### src/rtl/b16_pkg.sv
// b16_pkg: shared parameter defaults and backing-store direction constants for spill_stack
package b16_pkg;
  localparam int L_DEF = 16;
  localparam int DEP_DEF = 3;
  localparam int SPW_DEF = 8;
  localparam int HI_DEF = 6;
  localparam int LO_DEF = 1;
  localparam logic SP_SPILL = 1'b1;
  localparam logic SP_FILL = 1'b0;
endpackage

### src/rtl/stack_regs.sv
// stack_regs: N x L register file; ports: clk, top-side write (we_t/wa_t/wd_t), bottom-side write (we_b/wa_b/wd_b), async reads ra_t->rd_t, ra_b->rd_b
module stack_regs #(
  parameter int L = 16,
  parameter int DEP = 3
) (
  input  logic           clk,
  input  logic           we_t,
  input  logic [DEP-1:0] wa_t,
  input  logic [L-1:0]   wd_t,
  input  logic           we_b,
  input  logic [DEP-1:0] wa_b,
  input  logic [L-1:0]   wd_b,
  input  logic [DEP-1:0] ra_t,
  input  logic [DEP-1:0] ra_b,
  output logic [L-1:0]   rd_t,
  output logic [L-1:0]   rd_b
);
  logic [L-1:0] mem [2**DEP];
  always_ff @(posedge clk) begin
    if (we_t) mem[wa_t] <= wd_t;
    if (we_b) mem[wa_b] <= wd_b;
  end
  assign rd_t = mem[ra_t];
  assign rd_b = mem[ra_b];
endmodule

### src/rtl/spill_stack.sv
// spill_stack: on-chip ring stack with spill/fill to a backing store; ports: clk, reset, push/pop/din/clr_err in, tos/count/push_rdy/pop_rdy/ovf/unf out, sp_req/sp_we/sp_addr/sp_wdata out, sp_ack/sp_rdata in
module spill_stack import b16_pkg::*; #(
  parameter int L = L_DEF,
  parameter int DEP = DEP_DEF,
  parameter int SPW = SPW_DEF,
  parameter int HI = HI_DEF,
  parameter int LO = LO_DEF
) (
  input  logic           clk,
  input  logic           reset,
  input  logic           push,
  input  logic           pop,
  input  logic [L-1:0]   din,
  input  logic           clr_err,
  output logic [L-1:0]   tos,
  output logic [DEP:0]   count,
  output logic           push_rdy,
  output logic           pop_rdy,
  output logic           ovf,
  output logic           unf,
  output logic           sp_req,
  output logic           sp_we,
  output logic [SPW-1:0] sp_addr,
  output logic [L-1:0]   sp_wdata,
  input  logic           sp_ack,
  input  logic [L-1:0]   sp_rdata
);
  localparam logic [DEP:0] NC = (DEP+1)'(2**DEP);
  localparam logic [DEP:0] HIC = (DEP+1)'(HI);
  localparam logic [DEP:0] LOC = (DEP+1)'(LO);
  localparam logic [SPW:0] BMAX = {1'b1, {SPW{1'b0}}};
  logic [DEP-1:0] bot, top_i, push_i;
  logic [SPW:0] bdepth, bdm1;
  logic [L-1:0] rd_t, rd_b;
  logic fill_pend, rep, do_push, do_pop, ovf_ev, unf_ev, ack, spill_go, fill_go, spill_ack, fill_ack;
  assign fill_pend = sp_req & (sp_we == SP_FILL);
  assign push_rdy = count < NC && !(fill_pend && count == NC - 1'b1);
  assign pop_rdy = count != '0;
  assign rep = push & pop & pop_rdy;
  assign do_push = push & push_rdy & !rep;
  assign do_pop = pop & pop_rdy & !rep;
  assign ovf_ev = push & !push_rdy & !rep & count == NC & bdepth == BMAX;
  assign unf_ev = pop & !pop_rdy & bdepth == '0;
  assign ack = sp_req & sp_ack;
  assign spill_ack = ack & (sp_we == SP_SPILL);
  assign fill_ack = ack & (sp_we == SP_FILL);
  assign spill_go = !sp_req && count >= HIC && bdepth < BMAX;
  assign fill_go = !sp_req && !spill_go && count <= LOC && bdepth != '0;
  assign bdm1 = bdepth - (SPW+1)'(1);
  // bottom pointer plus count locates the top; count==N wraps to bot by truncation
  assign push_i = bot + count[DEP-1:0];
  assign top_i = push_i - DEP'(1);
  assign tos = count == '0 ? '0 : rd_t;
  stack_regs #(.L(L), .DEP(DEP)) u_regs (
    .clk  (clk),
    .we_t ((do_push | rep) & !reset),
    .wa_t (rep ? top_i : push_i),
    .wd_t (din),
    .we_b (fill_ack & !reset),
    .wa_b (bot - DEP'(1)),
    .wd_b (sp_rdata),
    .ra_t (top_i),
    .ra_b (bot),
    .rd_t (rd_t),
    .rd_b (rd_b)
  );
  always_ff @(posedge clk) begin
    if (reset) begin
      count <= '0;
      bot <= '0;
      bdepth <= '0;
      ovf <= 1'b0;
      unf <= 1'b0;
      sp_req <= 1'b0;
      sp_we <= 1'b0;
      sp_addr <= '0;
      sp_wdata <= '0;
    end else begin
      count <= count + (DEP+1)'(do_push) + (DEP+1)'(fill_ack) - (DEP+1)'(do_pop) - (DEP+1)'(spill_go);
      bot <= bot + DEP'(spill_go) - DEP'(fill_ack);
      bdepth <= bdepth + (SPW+1)'(spill_ack) - (SPW+1)'(fill_ack);
      ovf <= ovf_ev | (ovf & !clr_err);
      unf <= unf_ev | (unf & !clr_err);
      if (spill_go || fill_go) begin
        sp_req <= 1'b1;
        sp_we <= spill_go ? SP_SPILL : SP_FILL;
        sp_addr <= spill_go ? bdepth[SPW-1:0] : bdm1[SPW-1:0];
        if (spill_go) sp_wdata <= rd_b;
      end else if (ack) sp_req <= 1'b0;
    end
  end
endmodule

### config.mk
export PLATFORM = sky130hd
export DESIGN_NAME = spill_stack
export DESIGN_NICKNAME = d
export VERILOG_FILES = /design/src/rtl/b16_pkg.sv /design/src/rtl/stack_regs.sv /design/src/rtl/spill_stack.sv
export SDC_FILE = /design/constraint.sdc
export NUM_CORES = 1
export LEC_CHECK = 0
export ABC_CLOCK_PERIOD_IN_PS = 6300
export BUFFER_PORTS_ARGS = -buffer_cell sky130_fd_sc_hd__buf_2
export CORE_UTILIZATION = 51
export CTS_CLUSTER_SIZE = 12
export DETAILED_ROUTE_END_ITERATION = 16
export PLACE_DENSITY = 0.7
export SLEW_MARGIN = 5
export SYNTH_ARGS = -nofsm -noshare
export SYNTH_HDL_FRONTEND = slang
export SYNTH_SLANG_ARGS = --single-unit
### constraint.sdc
create_clock -name clk -period 6.3 [get_ports clk]
set_input_delay 0.315 -clock clk [delete_from_list [all_inputs] [get_ports clk]]
set_output_delay 0.315 -clock clk [all_outputs]
set_load 0.005 [all_outputs]
After elaboration in Yosys (flattened, before gate mapping)
Memory sizes are Yosys's and may differ from the RTL's. A register that Yosys moved wholly into a read port is not among the register bits.
Index checks and enable logic that the tools add are counted.
{"block": "word_totals", "mem_bits_rw": 128, "register_bits": 28, "memories": 1, "elab_cells": 84, "output_inout_bits": 50, "in_bits": 38}
{"block": "classes", "bitwise": 24, "n_eq_ne": 3, "addsub": 12, "reduce_logical": 22, "muxes": 10, "magnitude_cmp": 4}
{"name": "u_regs.mem", "words": 8, "word_bits": 16, "rd": 2, "rd_ports_with_merged_regs": 1, "write_ports": 2, "line_no": "stack_regs.sv:18", "text": "logic [L-1:0] mem [2**DEP];"}
{"op": "AND 1 bit", "count": 20}
{"op": "2-to-1 mux 16 bit", "count": 1}
{"op": "adder 9 x 1 -> 9 bit", "count": 1}
{"op": "== test 9 bit, second input constant", "count": 1}
{"op": "logical NOT 9 bit", "count": 1}
{"op": "less-than comparator 9 bit, second input constant", "count": 1}
{"op": "nonzero test 9 bit", "count": 1}
{"op": "subtractor 9 x 1 -> 9 bit", "count": 1}
{"op": "adder 4 x 1 -> 4 bit", "count": 2}
{"op": "logical NOT 1 bit", "count": 8}
{"op": "2-to-1 mux 8 bit", "count": 1}
{"op": "subtractor 4 x 1 -> 4 bit", "count": 2}
{"op": "subtractor 8 x 1 -> 8 bit, second input constant", "count": 1}
{"op": "logical AND 1 bit", "count": 7}
{"op": "2-to-1 mux 1 bit", "count": 7}
{"op": "subtractor 3 x 1 -> 3 bit, second input constant", "count": 2}
{"op": "== test 4 x 3 -> 1 bit, second input constant", "count": 1}
{"op": "== test 4 bit, second input constant", "count": 1}
{"op": "greater-or-equal comparator 4 x 3 -> 1 bit, second input constant", "count": 1}
{"op": "<= comparator 4 x 1 -> 1 bit, second input constant", "count": 1}
{"op": "logical NOT 4 bit", "count": 1}
{"op": "less-than comparator 4 bit, second input constant", "count": 1}
{"op": "nonzero test 4 bit", "count": 1}
{"op": "adder 3 x 1 -> 3 bit", "count": 1}
{"op": "other kinds (8)", "count": 10}

Depth between registers and ports, before layout
Gate-level depths: netlist of the first run.
{"block": "logic_depth", "word_depth": 11, "ltp_mapped": 14, "mapped_depth_nobuf": 13}

Cells and area by module
From an unflattened synthesis of the first run, not the netlist that was laid out.
{"block": "hier_totals", "hier_cells": 723, "area_unflattened_um2": 10401.2}
{"mod": "stack_regs", "n_inst": 1, "area_per_inst_um2": 7787.5, "seq_area_each_um2": 3843.7, "cells_per_inst": 408}
{"mod": "spill_stack", "n_inst": 1, "area_per_inst_um2": 2613.8, "seq_area_each_um2": 880.8, "cells_per_inst": 315}

Worst setup path after synthesis of the first run
Ideal clock, no wire load.
{"block": "synth_path", "path_type": "reg2reg", "from": "register count[0]", "to": "memory u_regs.mem[0][0] (enable)", "path_stages_with_launch": 10, "path_buffers": 4, "slack_ns": 2.412, "required_ns": 5.889, "arrival_ns": 3.477, "setup_time_ns": 0.411, "path_cell_list": "dfxtp_1 -> ha_1 -> buf_2 -> buf_2 -> inv_1 -> ha_1 -> clkbuf_1 -> clkbuf_1 -> a32oi_1 -> o21ai_0"}
{"element": "start: declaration", "line_no": "spill_stack.sv:16", "text": "output logic [DEP:0] count,"}
{"element": "start signal: assignment", "line_no": "spill_stack.sv:79", "text": "count <= count + (DEP+1)'(do_push) + (DEP+1)'(fill_ack) - (DEP+1)'(do_pop) - (DEP+1)'(spill_go);"}
{"element": "end: declaration", "line_no": "stack_regs.sv:18"}

Final worst setup path of the first run
{"block": "layout_path", "from": "register bot[1]", "to": "output port tos[1]"}
{"block": "layout_between", "elab_chain_len": 4}
{"element": "start: declaration", "line_no": "spill_stack.sv:32", "text": "logic [DEP-1:0] bot, top_i, push_i;"}
{"element": "start signal: assignment", "line_no": "spill_stack.sv:80", "text": "bot <= bot + DEP'(spill_go) - DEP'(fill_ack);"}
{"element": "adder 3 bit", "line_no": "spill_stack.sv:51", "text": "assign push_i = bot + count[DEP-1:0];"}
{"element": "subtractor 3 x 1 -> 3 bit", "line_no": "spill_stack.sv:52", "text": "assign top_i = push_i - DEP'(1);"}
{"element": "memory read (8 x 16 bit)"}
{"element": "2-to-1 mux 16 bit", "line_no": "spill_stack.sv:53", "text": "assign tos = count == '0 ? '0 : rd_t;"}
{"element": "end: declaration", "line_no": "spill_stack.sv:15", "text": "output logic [L-1:0] tos,"}
No other way between the ends.

==> impl_metrics.tcl, run 1 <==
set metrics [dict create \
    synthCells 732 \
    fin_setup_tns_ps 0 \
    hold_buffers 0 \
    hp-class "input pin to register" \
    path_class "register to primary output" \
    synthFlopType "edfxtp_1" \
    vias 6764 \
    cp_cell_sequence "buf_4 > fa_1 > inv_1 > ha_1 > buf_4 > mux4_2 > nand2_1 > a21oi_1 > buf_2" \
    fin_ws_ps 2020 \
    diodes 0 \
    cts_tree "yes" \
    final.period_utilization_pct 67.9 \
    grt_util_all_layers_pct 25.8 \
    grt-ovfl-total 0 \
    p_comb_share_pct 56.6 \
    coreArea_sq_um 19000 \
    gp_congestion 0.815 \
    cts_root_buf "clkbuf_16" \
    grt_pass1_vias 6640 \
    portBuffers 87 \
    p_seq_share_pct 25.7 \
    routedWlPerCell_microns 23.1 \
    relSlewSlack_pct 18.0 \
    synth_nets 804 \
    synth_cell_type_count 56 \
    fin_skew_ps 10.2 \
    hold_violations 0 \
    cp_max_fo 35 \
    syn_area_sq_um 10000 \
    initial_core_util_pct 52.8 \
    dp_hpwl_mm 16.7 \
    cts_htree_levels 4 \
    cp_common_cell "buf_4" \
    clk_path_buf_depth 2 \
    dr.first_iter.drc_count 645 \
    fmax_mhz 234 \
    startpoint_type "register" \
    synth_top_cell_area_share_pct 38.3 \
    grt_pass1_wl_mm 38.1 \
    die_h_microns 142 \
    synth_top_area_cell "edfxtp_1" \
    fin_crit_ps 4280 \
    swShare_pct 41.4 \
    synth_area_leaders "edfxtp_1 (38%), mux2_2 (14%), mux4_2 (14%), dfxtp_1 (8.8%), ha_1 (3.5%)" \
    nets 887 \
    clk_latency_ps 440 \
    status "finished clean" \
    critPathMaxStageDelay_ps 850 \
    ys_seq_elements 172 \
    rsz0062_at_grt "false" \
    worst_ir_drop_vdd_mv 0.447 \
    intPower_w 0.00365 \
    cp.required_ps 5980 \
    yosysWarnings 0 \
    p_leak_nw 4.07 \
    ios 88 \
    viasPerCell 6.22 \
    layout_common_cells "mux2_2 (128), edfxtp_1 (128), buf_2 (87), mux4_2 (64), nor2_1 (46)" \
    routed_wl_mm 25.2 \
    crit_arrival_ps 3960 \
    async_reset_ff_share_pct 0 \
    route.detailed.drc 0 \
    end_kind "primary output" \
    hold_ws_ps 171 \
    tightest_slew_ps 1230 \
    postRouteAntennaNets 0 \
    drt_first_pass_iters 5 \
    p_clk_share_pct 17.7 \
    drive_above_1_share_pct 42.5 \
    cts_buffers 17 \
    final-setup-viol-count 0 \
    synth-edff-count 128 \
    cts_sinks 172 \
    synth_area_per_cell_sq_um 13.7 \
    num_rows 50 \
    dieArea_sq_um 20200 \
    switching_power_w 0.00258 \
    cap_viol_max_count 0 \
    die_w_microns 142 \
    powerDensity_nw_per_um2 548 \
    grt_max_degree 49 \
    clkTransAtPathRegs_ps 70 \
    seq_area_frac_synth_pct 47.1 \
    final_util_pct 59.7 \
    finalMaxSlewViolations 0 \
    post-cts-setup-buffers 0 \
    antenna_found_initial 0 \
    syn_to_final_growth_pct 13.2 \
    slowest_stage "ha_1" \
    post-place-ws_ps 2320 \
    post_cts_resized 0 \
    fillers 1510 \
]
==> stage by stage <==
stage | total power, W | cells | instance area (sq um)
floorplan | 0.00406 | 732 | 10000
finish | 0.00623 | 1088 | 11400
CTS | 0.00623 | 1088 | 11400
global placement | 0.00502 | 1056 | 10700
global route | 0.00658 | 1088 | 11400
detailed placement | 0.00511 | 1056 | 10700
==> per-layer routing <==
metal	track usage (%)	up-vias	part of all wire, %
li1	-	2993	-
met1	33.7	3370	41
met2	42.4	353	49
met3	6.12	48	8.4
met4	8.83	0	2.0
met5	0	-	0
==> Yosys cell counts (4+ instances only) <==
cell type	n
a211oi_1	18
a21oi_1	33
a31oi_1	4
and2_1	4
buf_2	22
buf_4	5
clkbuf_1	12
dfxtp_1	44
edfxtp_1	128
fa_1	6
ha_1	28
inv_1	30
mux2_2	128
mux2i_1	16
mux4_2	64
nand2_1	40
nand2b_1	4
nand3_1	4
nand3_2	4
nor2_1	46
nor2b_1	11
nor3_1	7
o21ai_0	11
o21bai_1	5
xnor2_1	8
==> final timing paths <==
kind | from | end | slack, ps | cells past startpoint
setup / recovery | bot[1] | tos[1] | 2020 | 9
hold / removal | sp_ack | sp_req | 170 | 3
setup reg to reg | bot[1] | u_regs.mem[5][3] | 2300 | 7
hold reg to reg | sp_wdata[9] | sp_wdata[9] | 500 | 2
==> area by class of cell <==
cell class / instances / area, sq um / area share (%)
clock inverter: 14 / 186 / 1.64
timing repair buffer: 108 / 593 / 5.22
multi-input combinational: 486 / 4990 / 43.9
inverter: 30 / 113 / 0.991
tap: 260 / 325 / 2.86
sequential: 172 / 4730 / 41.6
clock buffer: 18 / 429 / 3.78
==> flip-flops by register name, summed over array words and instances, names as in the netlist, 3 cells and up <==
register / flops
bdepth: 9
sp_addr: 8
count: 4
u_regs.mem: 128
sp_wdata: 16
bot: 3
==> critical path, delay by kind of cell (launching register included) <==
family                     cells  cell delay (ps)
and+or+nand+nor                1               70
muxes                          1              230
adders and majority gates      2             1430
AOI/OAI and AO/OA              1              270
buffers and inverters          4             1190
DFF                            1              320
==> power by group through the flow <==
stage | logic [W] | clock network, W | registers (W)
6_report | 0.00353 | 0.00110 | 0.00160
5_1_grt | 0.00380 | 0.00116 | 0.00162
4_1_cts | 0.00352 | 0.00111 | 0.00160
3_5_place_dp | 0.00349 | 0 | 0.00162
3_3_place_gp | 0.00341 | 0 | 0.00161
2_1_floorplan | 0.00247 | 0 | 0.00159
==> cells by family (layout without fill, tap and decap cells) <==
family / after synthesis / in the layout / synth area share, %
mux: 208 / 208 / 30.3
fa+ha+maj: 34 / 34 / 4.69
xor+xnor: 16 / 16 / 1.96
compound gates: 92 / 92 / 5.93
buf+inv: 74 / 170 / 3.47
simple gates: 136 / 136 / 6.58
flops: 172 / 172 / 47.1
Note: power is estimated with default switching activity, not from simulation.
==> run 2, diff against run 1 <==
--- a/config.mk
+++ b/config.mk
@@ -5,12 +5,12 @@
 export SDC_FILE = /design/constraint.sdc
 export NUM_CORES = 1
 export LEC_CHECK = 0
-export ABC_CLOCK_PERIOD_IN_PS = 6300
+export ABC_CLOCK_PERIOD_IN_PS = 3700
 export BUFFER_PORTS_ARGS = -buffer_cell sky130_fd_sc_hd__buf_2
 export CORE_UTILIZATION = 51
 export CTS_CLUSTER_SIZE = 12
 export DETAILED_ROUTE_END_ITERATION = 16
-export PLACE_DENSITY = 0.7
+export PLACE_DENSITY = 0.73
 export SLEW_MARGIN = 5
 export SYNTH_ARGS = -nofsm -noshare
 export SYNTH_HDL_FRONTEND = slang
==> constraint.sdc (replaced) <==
create_clock -name clk -period 3.7 [get_ports clk]
set_input_delay 0.185 -clock clk [delete_from_list [all_inputs] [get_ports clk]]
set_output_delay 0.185 -clock clk [all_outputs]
set_load 0.005 [all_outputs]
==> impl_metrics.tcl, run 2 (synthesis gave the netlist of run 1 again) <==
set metrics [dict create \
    cp_max_fo 34 \
    viasPerCell 6.19 \
    path_class "register to primary output" \
    fin_crit_ps 3430 \
    rrSetupSlack_ps 470 \
    hold_violations 0 \
    dp_hpwl_mm 16.9 \
    worstRegToRegCells 12 \
    cts_buffers 17 \
    top_layer "met4" \
    gp_congestion 0.880 \
    portBuffers 87 \
    grt-ovfl-total 0 \
    drt-met1-wl_mm 10.7 \
    syn_to_final_growth_pct 13.5 \
    cp.required_ps 3510 \
    dp.cells 1064 \
    routed_wl_mm 25.6 \
    num_rows 50 \
    slowest_stage "fa_1" \
    relSlewSlack_pct 37.2 \
    p_leak_nw 4.11 \
    reg.largest.list "u_regs.mem: 128 flops, sp_wdata: 16 flops, bdepth: 9 flops" \
    post_dp_cell_area_sq_um 10800 \
    cap_viol_max_count 0 \
    grt_util_all_layers_pct 26.5 \
    fmax_mhz 291 \
    startpoint_type "register" \
    worst-path-buf-inv 3 \
    final-setup-viol-count 0 \
    rsz0062_at_grt "false" \
    routedWlPerCell_microns 23.4 \
    layout_common_cells "mux2_2 (128), edfxtp_1 (128), buf_2 (87), mux4_2 (64), nor2_1 (46)" \
    cp_top_family "adder cells" \
    final.period_utilization_pct 92.8 \
    clk_latency_ps 430 \
    met3_length_mm 1.66 \
    clk_path_buf_depth 2 \
    largest_reg_flops 128 \
    status "finished clean" \
    initial_core_util_pct 52.8 \
    final_area_sq_um 11400 \
    tightest_slew_ps 938 \
    clkTransAtPathRegs_ps 70 \
    ios 88 \
    nets 895 \
    crit_arrival_ps 3250 \
    final_cells 1097 \
    routed-wl-met2_mm 12.6 \
    die_h_microns 142 \
    powerDensity_nw_per_um2 923 \
    drive_above_1_share_pct 42.9 \
    worst_ir_drop_vdd_mv 1.02 \
    drt_first_pass_iters 5 \
    cts_htree_levels 4 \
    route.detailed.drc 0 \
    grt_pass1_vias 6889 \
    finalMaxSlewViolations 0 \
    fin_skew_ps 8.31 \
    post_cts_resized 0 \
    fin_setup_tns_ps 0 \
    cts_tree "yes" \
    hold_buffers 0 \
    fin_ws_ps 268 \
    hold_ws_ps 57.9 \
    cp_cell_sequence "ha_2 > fa_1 > inv_1 > ha_1 > buf_4 > mux4_2 > nand2_1 > a21oi_1 > buf_2" \
    dr.first_iter.drc_count 638 \
    regMostFlops "u_regs.mem" \
    hold_path_depth 3 \
    grt_max_degree 48 \
    cts_root_buf "clkbuf_16" \
    post-place-ws_ps 484 \
    dieArea_sq_um 20200 \
    hp-class "input pin to register" \
    post-cts-setup-buffers 0 \
    vias 6786 \
    critPathMaxStageDelay_ps 530 \
    coreArea_sq_um 19000 \
    end_kind "primary output" \
    postRouteAntennaNets 0 \
    grt_pass1_wl_mm 39.4 \
    die_w_microns 142 \
    worstSetupPathDepth 9 \
    cts_sinks 172 \
    antenna_found_initial 1 \
]
[run 2: final timing paths]
| kind | from | end |
|---|---|---|
| worst min-delay path | pop | unf |
| worst max register to register | count[2] | count[2] |
| worst min register to register | sp_wdata[1] | sp_wdata[1] |
| worst max-delay path | count[0] | tos[6] |
[run 2: cell type report]
| cell class | instances | area (sq um) |
|---|---|---|
| diodes | 1 | 2.50 |
| clock buffers | 24 | 526 |
| clock inverters | 8 | 51.3 |
| fillers | 1548 | 7620 |
| inverters | 30 | 113 |
| multi-input cells | 486 | 4990 |
| flip-flops and latches | 172 | 4730 |
| well taps | 260 | 325 |
| repair buffers | 116 | 666 |
[run 2: stage by stage]
stage,total power [W],util [%]
floorplan,0.00691,-
global placement,0.00860,56.9
detailed placement,0.00877,56.9
CTS,0.0105,59.9
global route,0.0111,59.9
finish,0.0105,59.9
[run 2: where the power goes]
group,switching (W),internal [W],total (W)
Clock,0.000747,0.000997,0.00174
Sequential,0.000233,0.00249,0.00273
Combinational,0.00340,0.00265,0.00604
Total,0.00438,0.00614,0.0105
[run 2: per-layer routing]
layer,global-route usage [%],up-vias
li1,-,2996
met1,34.4,3431
met2,44.3,308
met3,4.41,51
met4,10.8,0
met5,0,-
[run 2: worst reg2reg max path, stage by stage, from the launching register on]
cell      delay, ps
dfxtp_1         370
inv_1           250
ha_1            240
nor3b_2         220
nand2b_1        260
nand3_1         120
fa_1            500
inv_1            60
fa_1            390
ha_1            180
inv_1            60
fa_1            410
nor2_1          110
==> run 3, diff against run 2 <==
--- a/config.mk
+++ b/config.mk
@@ -7,9 +7,11 @@
 export LEC_CHECK = 0
 export ABC_CLOCK_PERIOD_IN_PS = 3700
 export BUFFER_PORTS_ARGS = -buffer_cell sky130_fd_sc_hd__buf_2
+export CORE_ASPECT_RATIO = 1.25
 export CORE_UTILIZATION = 51
 export CTS_CLUSTER_SIZE = 12
 export DETAILED_ROUTE_END_ITERATION = 16
+export MAX_ROUTING_LAYER = met4
 export PLACE_DENSITY = 0.73
 export SLEW_MARGIN = 5
 export SYNTH_ARGS = -nofsm -noshare
==> impl_metrics.tcl, run 3 (synthesis gave the netlist of run 1 again) <==
set metrics [dict create \
    viasPerCell 6.22 \
    nets 898 \
    fin_crit_ps 3400 \
    cp_max_fo 11 \
    startpoint_type "register" \
    clk_latency_ps 430 \
    hold_violations 0 \
    cp.required_ps 3510 \
    grt_max_degree 48 \
    fmax_mhz 294 \
    final-setup-viol-count 0 \
    routed_wl_mm 25.9 \
    largest_reg_flops 128 \
    die_h_microns 159 \
    grt-ovfl-total 0 \
    post-cts-setup-buffers 0 \
    dp_hpwl_mm 17.4 \
    gp_congestion 0.849 \
    grt_pass1_wl_mm 39.8 \
    post_dp_cell_area_sq_um 10800 \
    dieArea_sq_um 20300 \
    route.detailed.drc 0 \
    hold_ws_ps 65.3 \
    hp-class "input pin to register" \
    cap_viol_max_count 0 \
    fillers 1480 \
    drt_first_pass_iters 7 \
    layout_common_cells "mux2_2 (128), edfxtp_1 (128), buf_2 (87), mux4_2 (64), nor2_1 (46)" \
    final_area_sq_um 11500 \
    crit_arrival_ps 3210 \
    die_w_microns 127 \
    path_class "register to primary output" \
    cts_htree_levels 4 \
    multi_input_area_sq_um 4990 \
    cts_buffers 17 \
    routedWlPerCell_microns 23.4 \
    reg.largest.list "u_regs.mem: 128 flops, sp_wdata: 16 flops, bdepth: 9 flops" \
    post_cts_resized 0 \
    tightest_slew_ps 1040 \
    num_rows 57 \
    status "finished clean" \
    cts_root_buf "clkbuf_16" \
    coreArea_sq_um 19300 \
    regMostFlops "u_regs.mem" \
    grt_pass1_vias 7009 \
    finalPower_w 0.0108 \
    rsz0062_at_grt "false" \
    cts_tree "yes" \
    end_kind "primary output" \
    cts_sinks 172 \
    relSlewSlack_pct 30.2 \
    initial_core_util_pct 51.9 \
    dr.first_iter.drc_count 651 \
    hold_buffers 0 \
    regArea_sq_um 4730 \
    portBuffers 87 \
    postRouteAntennaNets 0 \
    ios 88 \
    finalMaxSlewViolations 0 \
    clkTransAtPathRegs_ps 70 \
    final.period_utilization_pct 91.8 \
    syn_to_final_growth_pct 14.2 \
    fin_skew_ps 12.2 \
    p_leak_nw 4.14 \
    clk_path_buf_depth 2 \
    vias 6880 \
    drive_above_1_share_pct 43.4 \
    grt_util_all_layers_pct 27.3 \
    worst_ir_drop_vdd_mv 0.806 \
    antenna_found_initial 2 \
    powerDensity_nw_per_um2 939 \
]
==> run 3: final timing paths <==
path | from | to | slack (ps) | cells past startpoint
worst min register to register | sp_wdata[9] | sp_wdata[9] | 500 | 2
worst min-delay path | sp_ack | sp_req | 70 | 3
worst max-delay path | count[0] | tos[4] | 300 | 9
worst max register to register | count[2] | count[2] | 490 | 12
==> run 3: metrics by stage <==
step	std cells	util, %	TNS [ps]	setup WS [ps]
final	1106	59.3	0	302
after global routing	1106	59.3	0	182
after CTS	1104	59.3	0	313
after detailed placement	1072	56.1	0	483
after global placement	1072	56.1	0	617
after floorplan	732	-	-4520	-141
==> run 3: layer usage <==
| layer | track usage [%] | up-vias | share of wire [%] |
|---|---|---|---|
| met3 | 5.36 | 50 | 7.2 |
| met1 | 32.4 | 3474 | 38 |
| li1 | - | 3013 | - |
| met4 | 12.7 | 0 | 3.2 |
| met5 | - | - | 0 |
| met2 | 44.7 | 343 | 52 |
==> run 3: power breakdown <==
group	internal [W]	leakage [nW]	switching, W	total [W]
Clock	0.00114	0.296	0.000766	0.00190
Combinational	0.00269	2.32	0.00340	0.00609
Sequential	0.00250	1.52	0.000286	0.00278
==> run 3: worst max-delay path: stages, from the launching register on <==
cell and delay [ps]:
dfxtp_1 530, ha_2 240, fa_1 460, inv_1 120, ha_1 280, xor2_2 390, buf_4 310, nand2_1 70
a21oi_1 210, buf_2 160
==> run 3: layout make-up <==
type	instances	area share, %
clock inverters	13	1.64
multi-input cells	486	43.6
inverters	30	0.982
clock buffers	19	3.78
diodes	2	0.0436
repair buffers	119	5.89
flip-flops and latches	172	41.2
well taps	265	2.89
